`src/rtl/kernel_cache_read_arbiter.sv`:
```
// Round-robin merge of NUM_CHANNELS AXI4 read requesters onto one cache read port.
// ARID carries the channel index; R beats are routed back by RID through a registered slot.
module kernel_cache_read_arbiter #(
    parameter int NUM_CHANNELS    = 4,
    parameter int ADDR_W          = 64,
    parameter int DATA_W          = 512,
    parameter int ID_W            = 4,
    parameter int MAX_OUTSTANDING = 8
) (
    input  logic                       ap_clk,
    input  logic                       areset_n,
    input  logic                       cache_initializing,
    output logic                       cache_setup_signal,
    input  logic [NUM_CHANNELS-1:0]    s_arvalid,
    output logic [NUM_CHANNELS-1:0]    s_arready,
    input  logic [NUM_CHANNELS*ADDR_W-1:0] s_araddr,
    input  logic [NUM_CHANNELS*8-1:0]  s_arlen,
    output logic [NUM_CHANNELS-1:0]    s_rvalid,
    input  logic [NUM_CHANNELS-1:0]    s_rready,
    output logic [DATA_W-1:0]          s_rdata,
    output logic                       s_rlast,
    output logic [1:0]                 s_rresp,
    output logic                       m_arvalid,
    input  logic                       m_arready,
    output logic [ADDR_W-1:0]          m_araddr,
    output logic [7:0]                 m_arlen,
    output logic [ID_W-1:0]            m_arid,
    input  logic                       m_rvalid,
    output logic                       m_rready,
    input  logic [DATA_W-1:0]          m_rdata,
    input  logic [ID_W-1:0]            m_rid,
    input  logic                       m_rlast,
    input  logic [1:0]                 m_rresp,
    output logic                       route_error
);

    localparam int CH_W  = (NUM_CHANNELS > 1) ? $clog2(NUM_CHANNELS) : 1;
    localparam int CNT_W = $clog2(MAX_OUTSTANDING) + 1;
    localparam logic [CNT_W-1:0]  CNT_MAX   = CNT_W'(MAX_OUTSTANDING);
    localparam logic [CH_W-1:0]   LAST_CH   = CH_W'(NUM_CHANNELS - 1);
    localparam logic [ADDR_W-1:0] ADDR_MASK = {1'b0, {(ADDR_W-1){1'b1}}};

    logic                  setup_q, setup_d;
    logic                  ar_full_q, ar_full_d;
    logic [ADDR_W-1:0]     ar_addr_q, ar_addr_d;
    logic [7:0]            ar_len_q, ar_len_d;
    logic [ID_W-1:0]       ar_id_q, ar_id_d;
    logic [CH_W-1:0]       rr_ptr_q, rr_ptr_d;
    logic [CNT_W-1:0]      cnt_q [NUM_CHANNELS];
    logic [CNT_W-1:0]      cnt_d [NUM_CHANNELS];
    logic                  r_full_q, r_full_d;
    logic [CH_W-1:0]       r_ch_q, r_ch_d;
    logic [DATA_W-1:0]     r_data_q, r_data_d;
    logic                  r_last_q, r_last_d;
    logic [1:0]            r_resp_q, r_resp_d;
    logic                  route_err_q, route_err_d;

    logic [NUM_CHANNELS-1:0] eligible;
    logic                    found;
    logic [CH_W-1:0]         win;
    logic                    grant;
    logic                    r_pop, r_beat, rid_ok;

    // Arbitration: first eligible channel at or after the round-robin pointer.
    // NOTE: every always_comb output gets a default before any branch, so no latches are inferred.
    always_comb begin
        eligible = '0;
        found    = 1'b0;
        win      = '0;
        for (int c = 0; c < NUM_CHANNELS; c++) begin
            eligible[c] = s_arvalid[c] && (cnt_q[c] < CNT_MAX) && !cache_initializing;
        end
        for (int i = 0; i < NUM_CHANNELS; i++) begin
            int idx;
            idx = int'(rr_ptr_q) + i;
            if (idx >= NUM_CHANNELS) idx = idx - NUM_CHANNELS;
            if (!found && eligible[idx]) begin
                found = 1'b1;
                win   = CH_W'(idx);
            end
        end
        // Reset is folded in so no requester sees a handshake while the block is held in reset.
        grant     = areset_n && found && (!ar_full_q || m_arready);
        s_arready = '0;
        if (grant) s_arready[win] = 1'b1;
    end

    always_comb begin
        setup_d   = cache_initializing;
        ar_full_d = grant || (ar_full_q && !m_arready);
        ar_addr_d = ar_addr_q;
        ar_len_d  = ar_len_q;
        ar_id_d   = ar_id_q;
        rr_ptr_d  = rr_ptr_q;
        if (grant) begin
            ar_addr_d = s_araddr[win*ADDR_W +: ADDR_W] & ADDR_MASK;
            ar_len_d  = s_arlen[win*8 +: 8];
            ar_id_d   = ID_W'(win);
            rr_ptr_d  = (win == LAST_CH) ? '0 : win + 1'b1;
        end
    end

    // R slot: refills in the same cycle it drains; beats with an unknown RID are swallowed.
    always_comb begin
        r_pop    = r_full_q && s_rready[r_ch_q];
        m_rready = !r_full_q || s_rready[r_ch_q];
        r_beat   = m_rvalid && m_rready;
        rid_ok   = int'(m_rid) < NUM_CHANNELS;
        r_full_d = r_full_q && !r_pop;
        r_ch_d   = r_ch_q;
        r_data_d = r_data_q;
        r_last_d = r_last_q;
        r_resp_d = r_resp_q;
        if (r_beat && rid_ok) begin
            r_full_d = 1'b1;
            r_ch_d   = m_rid[CH_W-1:0];
            r_data_d = m_rdata;
            r_last_d = m_rlast;
            r_resp_d = m_rresp;
        end
        route_err_d = route_err_q || (r_beat && !rid_ok);
        s_rvalid = '0;
        if (r_full_q) s_rvalid[r_ch_q] = 1'b1;
    end

    always_comb begin
        for (int c = 0; c < NUM_CHANNELS; c++) begin
            logic inc, dec;
            inc      = s_arvalid[c] && s_arready[c];
            dec      = s_rvalid[c] && s_rready[c] && r_last_q;
            cnt_d[c] = cnt_q[c];
            if (inc && !dec)                        cnt_d[c] = cnt_q[c] + 1'b1;
            else if (dec && !inc && cnt_q[c] != '0) cnt_d[c] = cnt_q[c] - 1'b1;
        end
    end

    // NOTE: state flops use non-blocking assignments so every flop samples pre-edge values.
    always_ff @(posedge ap_clk or negedge areset_n) begin
        if (!areset_n) begin
            setup_q     <= 1'b1;
            ar_full_q   <= 1'b0;
            rr_ptr_q    <= '0;
            r_full_q    <= 1'b0;
            r_ch_q      <= '0;
            route_err_q <= 1'b0;
            for (int c = 0; c < NUM_CHANNELS; c++) cnt_q[c] <= '0;
        end else begin
            setup_q     <= setup_d;
            ar_full_q   <= ar_full_d;
            rr_ptr_q    <= rr_ptr_d;
            r_full_q    <= r_full_d;
            r_ch_q      <= r_ch_d;
            route_err_q <= route_err_d;
            for (int c = 0; c < NUM_CHANNELS; c++) cnt_q[c] <= cnt_d[c];
        end
    end

    // NOTE: payload registers are qualified by their valid flags, so they carry no reset.
    always_ff @(posedge ap_clk) begin
        ar_addr_q <= ar_addr_d;
        ar_len_q  <= ar_len_d;
        ar_id_q   <= ar_id_d;
        r_data_q  <= r_data_d;
        r_last_q  <= r_last_d;
        r_resp_q  <= r_resp_d;
    end

    assign cache_setup_signal = setup_q;
    assign m_arvalid          = ar_full_q;
    assign m_araddr           = ar_addr_q;
    assign m_arlen            = ar_len_q;
    assign m_arid             = ar_id_q;
    assign s_rdata            = r_data_q;
    assign s_rlast            = r_last_q;
    assign s_rresp            = r_resp_q;
    assign route_error        = route_err_q;

endmodule

```
`config.mk`:
```
export PLATFORM = sky130hd
export DESIGN_NAME = kernel_cache_read_arbiter
export DESIGN_NICKNAME = d
export VERILOG_FILES = /design/src/rtl/kernel_cache_read_arbiter.sv
export SDC_FILE = /design/constraint.sdc
export NUM_CORES = 1
export LEC_CHECK = 0
export ABC_AREA = 1
export CAP_MARGIN = 20
export CORE_AREA = 2 2 553 555
export CTS_BUF_LIST = sky130_fd_sc_hd__clkbuf_8
export DETAILED_ROUTE_END_ITERATION = 6
export DIE_AREA = 0 0 555 557
export HOLD_SLACK_MARGIN = 0.03
export PLACE_DENSITY = 0.3
export SLEW_MARGIN = 5
export SYNTH_ARGS = -nofsm -noshare
export SYNTH_HDL_FRONTEND = slang
export SYNTH_SLANG_ARGS = --single-unit
```
`constraint.sdc`:
```
create_clock -name ap_clk -period 61.6 [get_ports ap_clk]
set_clock_uncertainty 0.1 [all_clocks]
set_input_delay 18.48 -clock ap_clk [delete_from_list [all_inputs] [get_ports ap_clk]]
set_output_delay 18.48 -clock ap_clk [all_outputs]
set_load 0.01 [all_outputs]
```
==> flow_summary.json, run 1 <==
{
  "cts_tree": "yes",
  "irDropWorstVdd_v": 0.00003294,
  "areaGrowthSynthToFinish_pct": 98.90,
  "post-dp-hpwl_um": 160900,
  "status": "finished, final reports clean",
  "post_cts_buffers": 0,
  "async_reset_ff_share_pct": 3.922,
  "yosys.area_share.simple_pct": 10.43,
  "worst_slew_pin_slew_ps": 1026,
  "p_comb_share_pct": 34.5,
  "ioPinCount": 1423,
  "synth_mux_area_share_pct": 0,
  "r2r_setup_slack_ps": 56020,
  "cap_violations": 0,
  "power_uw": 1578,
  "clock_latency_ps": 860,
  "synth_warnings": 0,
  "post_cts_resized": 0,
  "final_util_pct": 14.33,
  "timing.critical_path.to": "s_arready[0]",
  "reg2reg_to": "s_rdata[386]",
  "clkPwrFrac_pct": 30.0,
  "ys_top_cells_by_area": "edfxtp_1, nand2_1, dfrtp_1",
  "crit_start": "cache_initializing",
  "core_mm2": 0.3040,
  "grt_pass1_vias": 19370,
  "drv_slew": 0,
  "synth_fa_ha_area_share_pct": 0.8799,
  "cp.arrival_ps": 21490,
  "hold_viol": 0,
  "io_buffers": 1415,
  "syn_area_per_cell_um2": 15.70,
  "startpoint_type": "input pin",
  "synthFlopType": "edfxtp_1",
  "period_needed_ps": 40070,
  "cts.sink_count": 612,
  "antenna_found_initial": 106,
  "final_cell_mix": "clkdlybuf4s50_1, edfxtp_1, nand2_1, clkbuf_8, nor2_1",
  "routed_wl_um": 191300,
  "clk_root_buffer_cell": "clkbuf_8",
  "p_int_uw": 977.2,
  "setup_viol": 0,
  "grt_max_degree": 90,
  "start_util_pct": 7.202,
  "yosysTopAreaCell": "edfxtp_1",
  "fin_crit_sh_pct": 65.05,
  "r2r.worst_path.cells": 11,
  "seqPwrFrac_pct": 35.5,
  "multiInputGateArea_mm2": 0.003177,
  "crit_path_max_incr_delay_ps": 650,
  "max_freq_mhz": 24.96,
  "final_area_mm2": 0.04355,
  "die-height_um": 557,
  "layout_commonest_cell": "clkdlybuf4s50_1",
  "gr-usage-all-layers_pct": 11.84,
  "critPathKind": "input pin to primary output",
  "synth_top_family_by_area": "simple AND/OR/NAND/NOR gates",
  "grt_first_pass_wirelength_um": 232100,
  "die-area_mm2": 0.3091,
  "path_clk_slew_ps": 50,
  "ys_seq_area_share_pct": 83.38,
  "vias": 18870,
  "drcViolationCount": 0,
  "path_max_fanout": 89,
  "cts_buffers": 145,
  "synthDistinctLibCells": 33,
  "die_x_um": 555,
  "num-nets-final": 3760,
  "synth_compound_area_share_pct": 2.594,
  "slew_headroom_pct": 31.57,
  "p_switching_uw": 600.4,
  "final_cells": 7047,
  "setup_tns_ps": 0,
  "ctsHoldBuffers": 0,
  "rows": 203,
  "synth_top_area_share_pct": 80.64,
  "synth-seq-cells": 612,
  "power_leakage_uw": 0.01471,
  "drtPass1Iterations": 5,
  "ff_latch_area_mm2": 0.01826,
  "placed_cell_area_mm2": 0.04090,
  "gp_congestion": 0.8594,
  "hold_path_class": "flip-flop to flip-flop",
  "dp_cells": 6777,
  "wl_per_cell_um": 27.15,
  "worstSetupEndpointType": "primary output",
  "synth_edf_count": 588,
  "cellPowerDensity_mw_per_mm2": 36.22,
  "fill_cells": 34020,
  "crit_top_cell": "nand2_1",
  "drt_iter0_markers": 1175,
  "avgViaCountPerCell": 2.678,
  "syn_inst": 1395,
  "r2r-start": "r_ch_q[0]",
  "synth_area_mm2": 0.02190,
  "overflow": 0,
  "clockBufferDepth": 4,
  "cts_max_level": 4,
  "path_cells": "clkdlybuf4s50_1, inv_1, nand3_1, nand2_1, nand3_1, nand2_1, nor2_1, nand2_1, nand2_2, nand2_8, nor2_2, nand2_1, inv_1, clkdlybuf4s50_1",
  "drive_above_1_share_pct": 7.202,
  "worstPathRequired_ps": 43020,
  "slowest_stage": "clkdlybuf4s50_1",
  "synth-xor-area-share_pct": 0.4685,
  "rsz0062_at_grt": "false",
  "antenna_left": 0,
  "p_sw_share_pct": 38.06
}
-- area by class of cell --
type / instances / share of cell area, %
flip-flops and latches: 612 / 41.92
repair buffers: 1434 / 32.85
well taps: 3997 / 11.48
multi-input cells: 693 / 7.294
clock buffers: 146 / 4.614
clock inverters: 101 / 1.339
inverters: 41 / 0.3706
diodes: 23 / 0.1321
-- cell usage after synthesis, types with 2 or more instances --
cell type,count
a31oi_1,77
buf_2,25
buf_4,9
buf_6,10
clkbuf_1,7
dfrtp_1,23
edfxtp_1,588
fa_1,4
ha_1,9
inv_1,38
inv_2,2
nand2_1,427
nand2_2,5
nand3_1,38
nand4_1,8
nor2_1,84
nor2_2,3
nor3_1,6
o21ai_0,7
o21ai_1,4
o21bai_1,2
xor2_1,8
-- layer usage --
metal  GRT usage, %  share of wire (%)
met2          19.59                 47
met1          13.13                 37
met3          6.916                 14
met4          2.176                2.1
met5              0               0.20
-- metrics by stage --
stage                     hold WS (ps)  setup WS (ps)
after floorplan                  384.5           5148
after global placement           428.4          21320
after detailed placement         433.7          21370
after CTS                        449.0          21360
after global routing             480.4          21110
final                            443.6          21530
-- power groups by stage --
stage | combinational, uW | clock [uW] | sequential, uW
6_report | 544 | 474 | 559
5_1_grt | 611 | 520 | 565
4_1_cts | 563 | 509 | 561
3_5_place_dp | 561 | 0 | 568
3_3_place_gp | 562 | 0 | 568
2_1_floorplan | 275 | 0 | 604
-- logic make-up after synthesis --
logic type	count (synthesis)
xor+xnor	10
other cells	1
flops	612
fa+ha+maj	13
simple gates	575
compound gates	92
buf+inv	92
-- critical path, delay by kind of cell --
kind / cells / cell delay [ps]
simple gates: 10 / 1550
buf+inv: 4 / 1440
-- flip-flops by register name, indices dropped and copies added, names as in the netlist --
signal              flops
cache_setup_signal      1
s_rresp                 2
s_rlast                 1
m_arlen                 8
rr_ptr_q                2
s_rdata               512
route_error             1
m_arid                  2
r_ch_q                  2
m_araddr               63
cnt_q                  16
r_full_q                1
m_arvalid               1
-- worst min path at each step --
stage,start,end,slack [ps],depth (start not counted)
detailed placement,cnt_q[15],cnt_q[15],430,2
global route,cnt_q[0],cnt_q[0],480,1
finish,cnt_q[15],cnt_q[15],440,2
CTS,cnt_q[15],cnt_q[15],450,2
floorplan,cnt_q[3],cnt_q[3],380,2
global placement,cnt_q[15],cnt_q[15],430,2
(Power assumes the default switching activity.)
==> inputs of run 2 (changes only) <==
clock period = 42 ns   (was 61.6 ns; I/O delays follow)
==> run 2 against run 1 <==
Non-clock buffer count is 2 lower. Flip-flop and latch count is the same. Routed wire length fell by 1.2%. Sequential power rose by 46%. Die area unchanged. Register-to-register slack got worse by 18000 ps. Total power up 48%. Design area increased by 0.19%. Cell count up 0.13%. Combinational power increased by 49%. Clock power increased by 48%.
==> flow_summary.json, run 2 (synthesis results as in run 1) <==
{
  "dp_cells": 6775,
  "drive_above_1_share_pct": 7.014,
  "largest_reg_flops": 512,
  "gp_congestion": 0.8515,
  "crit_start": "cache_initializing",
  "r2r.worst_path.cells": 16,
  "areaGrowthSynthToFinish_pct": 99.28,
  "max_freq_mhz": 35.53,
  "slowest_stage": "clkdlybuf4s50_1",
  "cellPowerDensity_mw_per_mm2": 53.35,
  "grt.met2_usage_pct": 18.45,
  "ctsHoldBuffers": 0,
  "vias": 18970,
  "hold_viol": 0,
  "cp.arrival_ps": 15450,
  "core_mm2": 0.3040,
  "p_comb_share_pct": 34.7,
  "avgViaCountPerCell": 2.688,
  "grt_max_degree": 142,
  "final_cell_mix": "clkdlybuf4s50_1, edfxtp_1, nand2_1, clkbuf_8, nor2_1",
  "cts_max_level": 4,
  "grt_first_pass_wirelength_um": 229900,
  "drcViolationCount": 0,
  "clock_latency_ps": 860,
  "p_switching_uw": 886.3,
  "crit_path_max_incr_delay_ps": 540,
  "cap_violations": 0,
  "power_leakage_uw": 0.01473,
  "path_clk_slew_ps": 50,
  "post-dp-hpwl_um": 158400,
  "drt_iter0_markers": 1413,
  "multiInputGateArea_mm2": 0.003183,
  "clk_root_buffer_cell": "clkbuf_8",
  "gr-usage-all-layers_pct": 11.70,
  "fin_crit_sh_pct": 67.02,
  "clkPwrFrac_pct": 30.1,
  "use_met3_pct": 7.126,
  "period_needed_ps": 28150,
  "ioPinCount": 1423,
  "irDropWorstVdd_v": 0.00003651,
  "worstPathRequired_ps": 29300,
  "worst_slew_pin_slew_ps": 975.6,
  "wl_per_cell_um": 26.78,
  "antenna_left": 0,
  "routed_wl_um": 189000,
  "rows": 203,
  "io_buffers": 1415,
  "start_util_pct": 7.202,
  "overflow": 0,
  "timing.critical_path.to": "s_arready[1]",
  "cts.sink_count": 612,
  "hold_path_class": "flip-flop to flip-flop",
  "post_cts_buffers": 0,
  "seqPwrFrac_pct": 35.1,
  "hold-worst-slack_ps": 442.8,
  "layout_commonest_cell": "clkdlybuf4s50_1",
  "path_cells": "clkdlybuf4s50_1, nor2_1, nand3_1, nand3_1, nand2_2, nand3_1, nand2_1, nor2_4, buf_4, nand3_1, inv_1, clkdlybuf4s50_1",
  "fill_cells": 33990,
  "die-area_mm2": 0.3091,
  "rsz0062_at_grt": "false",
  "r2r-start": "rr_ptr_q[0]",
  "path_max_fanout": 36,
  "r2r_setup_slack_ps": 37610,
  "cts_tree": "yes",
  "ff_latch_area_mm2": 0.01826,
  "cts_buffers": 148,
  "p_sw_share_pct": 38.07,
  "die_x_um": 555,
  "drtPass1Iterations": 5,
  "die-height_um": 557,
  "num-nets-final": 3761,
  "clockBufferDepth": 4,
  "post_cts_resized": 0,
  "antenna_found_initial": 135,
  "drv_slew": 0,
  "p_int_uw": 1442,
  "status": "finished, final reports clean",
  "worstSetupEndpointType": "primary output",
  "slew_headroom_pct": 34.96,
  "min_from": "cnt_q[11]",
  "critPathKind": "input pin to primary output",
  "crit_top_cell": "nand3_1",
  "startpoint_type": "input pin",
  "final_cells": 7056,
  "reg2reg_to": "m_araddr[29]",
  "busiest_layer": "met2",
  "grt_pass1_vias": 19340,
  "use_met1_pct": 13.35,
  "setup_tns_ps": 0,
  "setup_viol": 0
}
[run 2: critical path: cells and delay by family]
family                 cells  cell delay, ps
buffers and inverters      4            1650
AND/OR/NAND/NOR            8            1190
[run 2: layout make-up]
cell class                 instances  area share, %
sequential                       612          41.84
timing repair buffer            1432          32.81
tap                             3997          11.46
multi-input combinational        693          7.294
clock buffer                     149          4.700
clock inverter                   110          1.399
inverter                          41         0.3699
antenna                           22         0.1262
[run 2: per-stage QoR]
step | setup WS, ps | util, % | area [um2] | power (uW)
2_1_floorplan | 7894 | - | 21910 | 1273
3_3_place_gp | 13830 | 13.46 | 40920 | 1663
3_5_place_dp | 13810 | 13.46 | 40920 | 1662
4_1_cts | 13800 | 14.33 | 43580 | 2411
5_1_grt | 13630 | 14.34 | 43590 | 2508
6_report | 13850 | 14.35 | 43640 | 2328
[run 2: how the worst min path moves through the flow]
stage                      to  slack, ps  cells past startpoint
CTS                 cnt_q[15]        450                      2
detailed placement  cnt_q[15]        430                      2
floorplan            cnt_q[3]        380                      2
finish              cnt_q[11]        440                      2
global route        cnt_q[11]        480                      2
global placement    cnt_q[15]        430                      2
[run 2: per-layer routing]
layer  wire (um)  vias to the layer above  part of all wire, %
li1            -                     8149                    -
met1       73930                     9100                   39
met2       84480                     1283                   45
met3       25390                      377                   13
met4        4796                       58                  2.5
met5         365                        -                 0.19
[run 2: power groups by stage]
| stage | clock network [uW] | logic, uW | registers (uW) |
|---|---|---|---|
| 2_1_floorplan | 0 | 402 | 870 |
| 3_3_place_gp | 0 | 832 | 831 |
| 3_5_place_dp | 0 | 831 | 831 |
| 4_1_cts | 758 | 833 | 820 |
| 5_1_grt | 777 | 905 | 827 |
| 6_report | 702 | 808 | 818 |
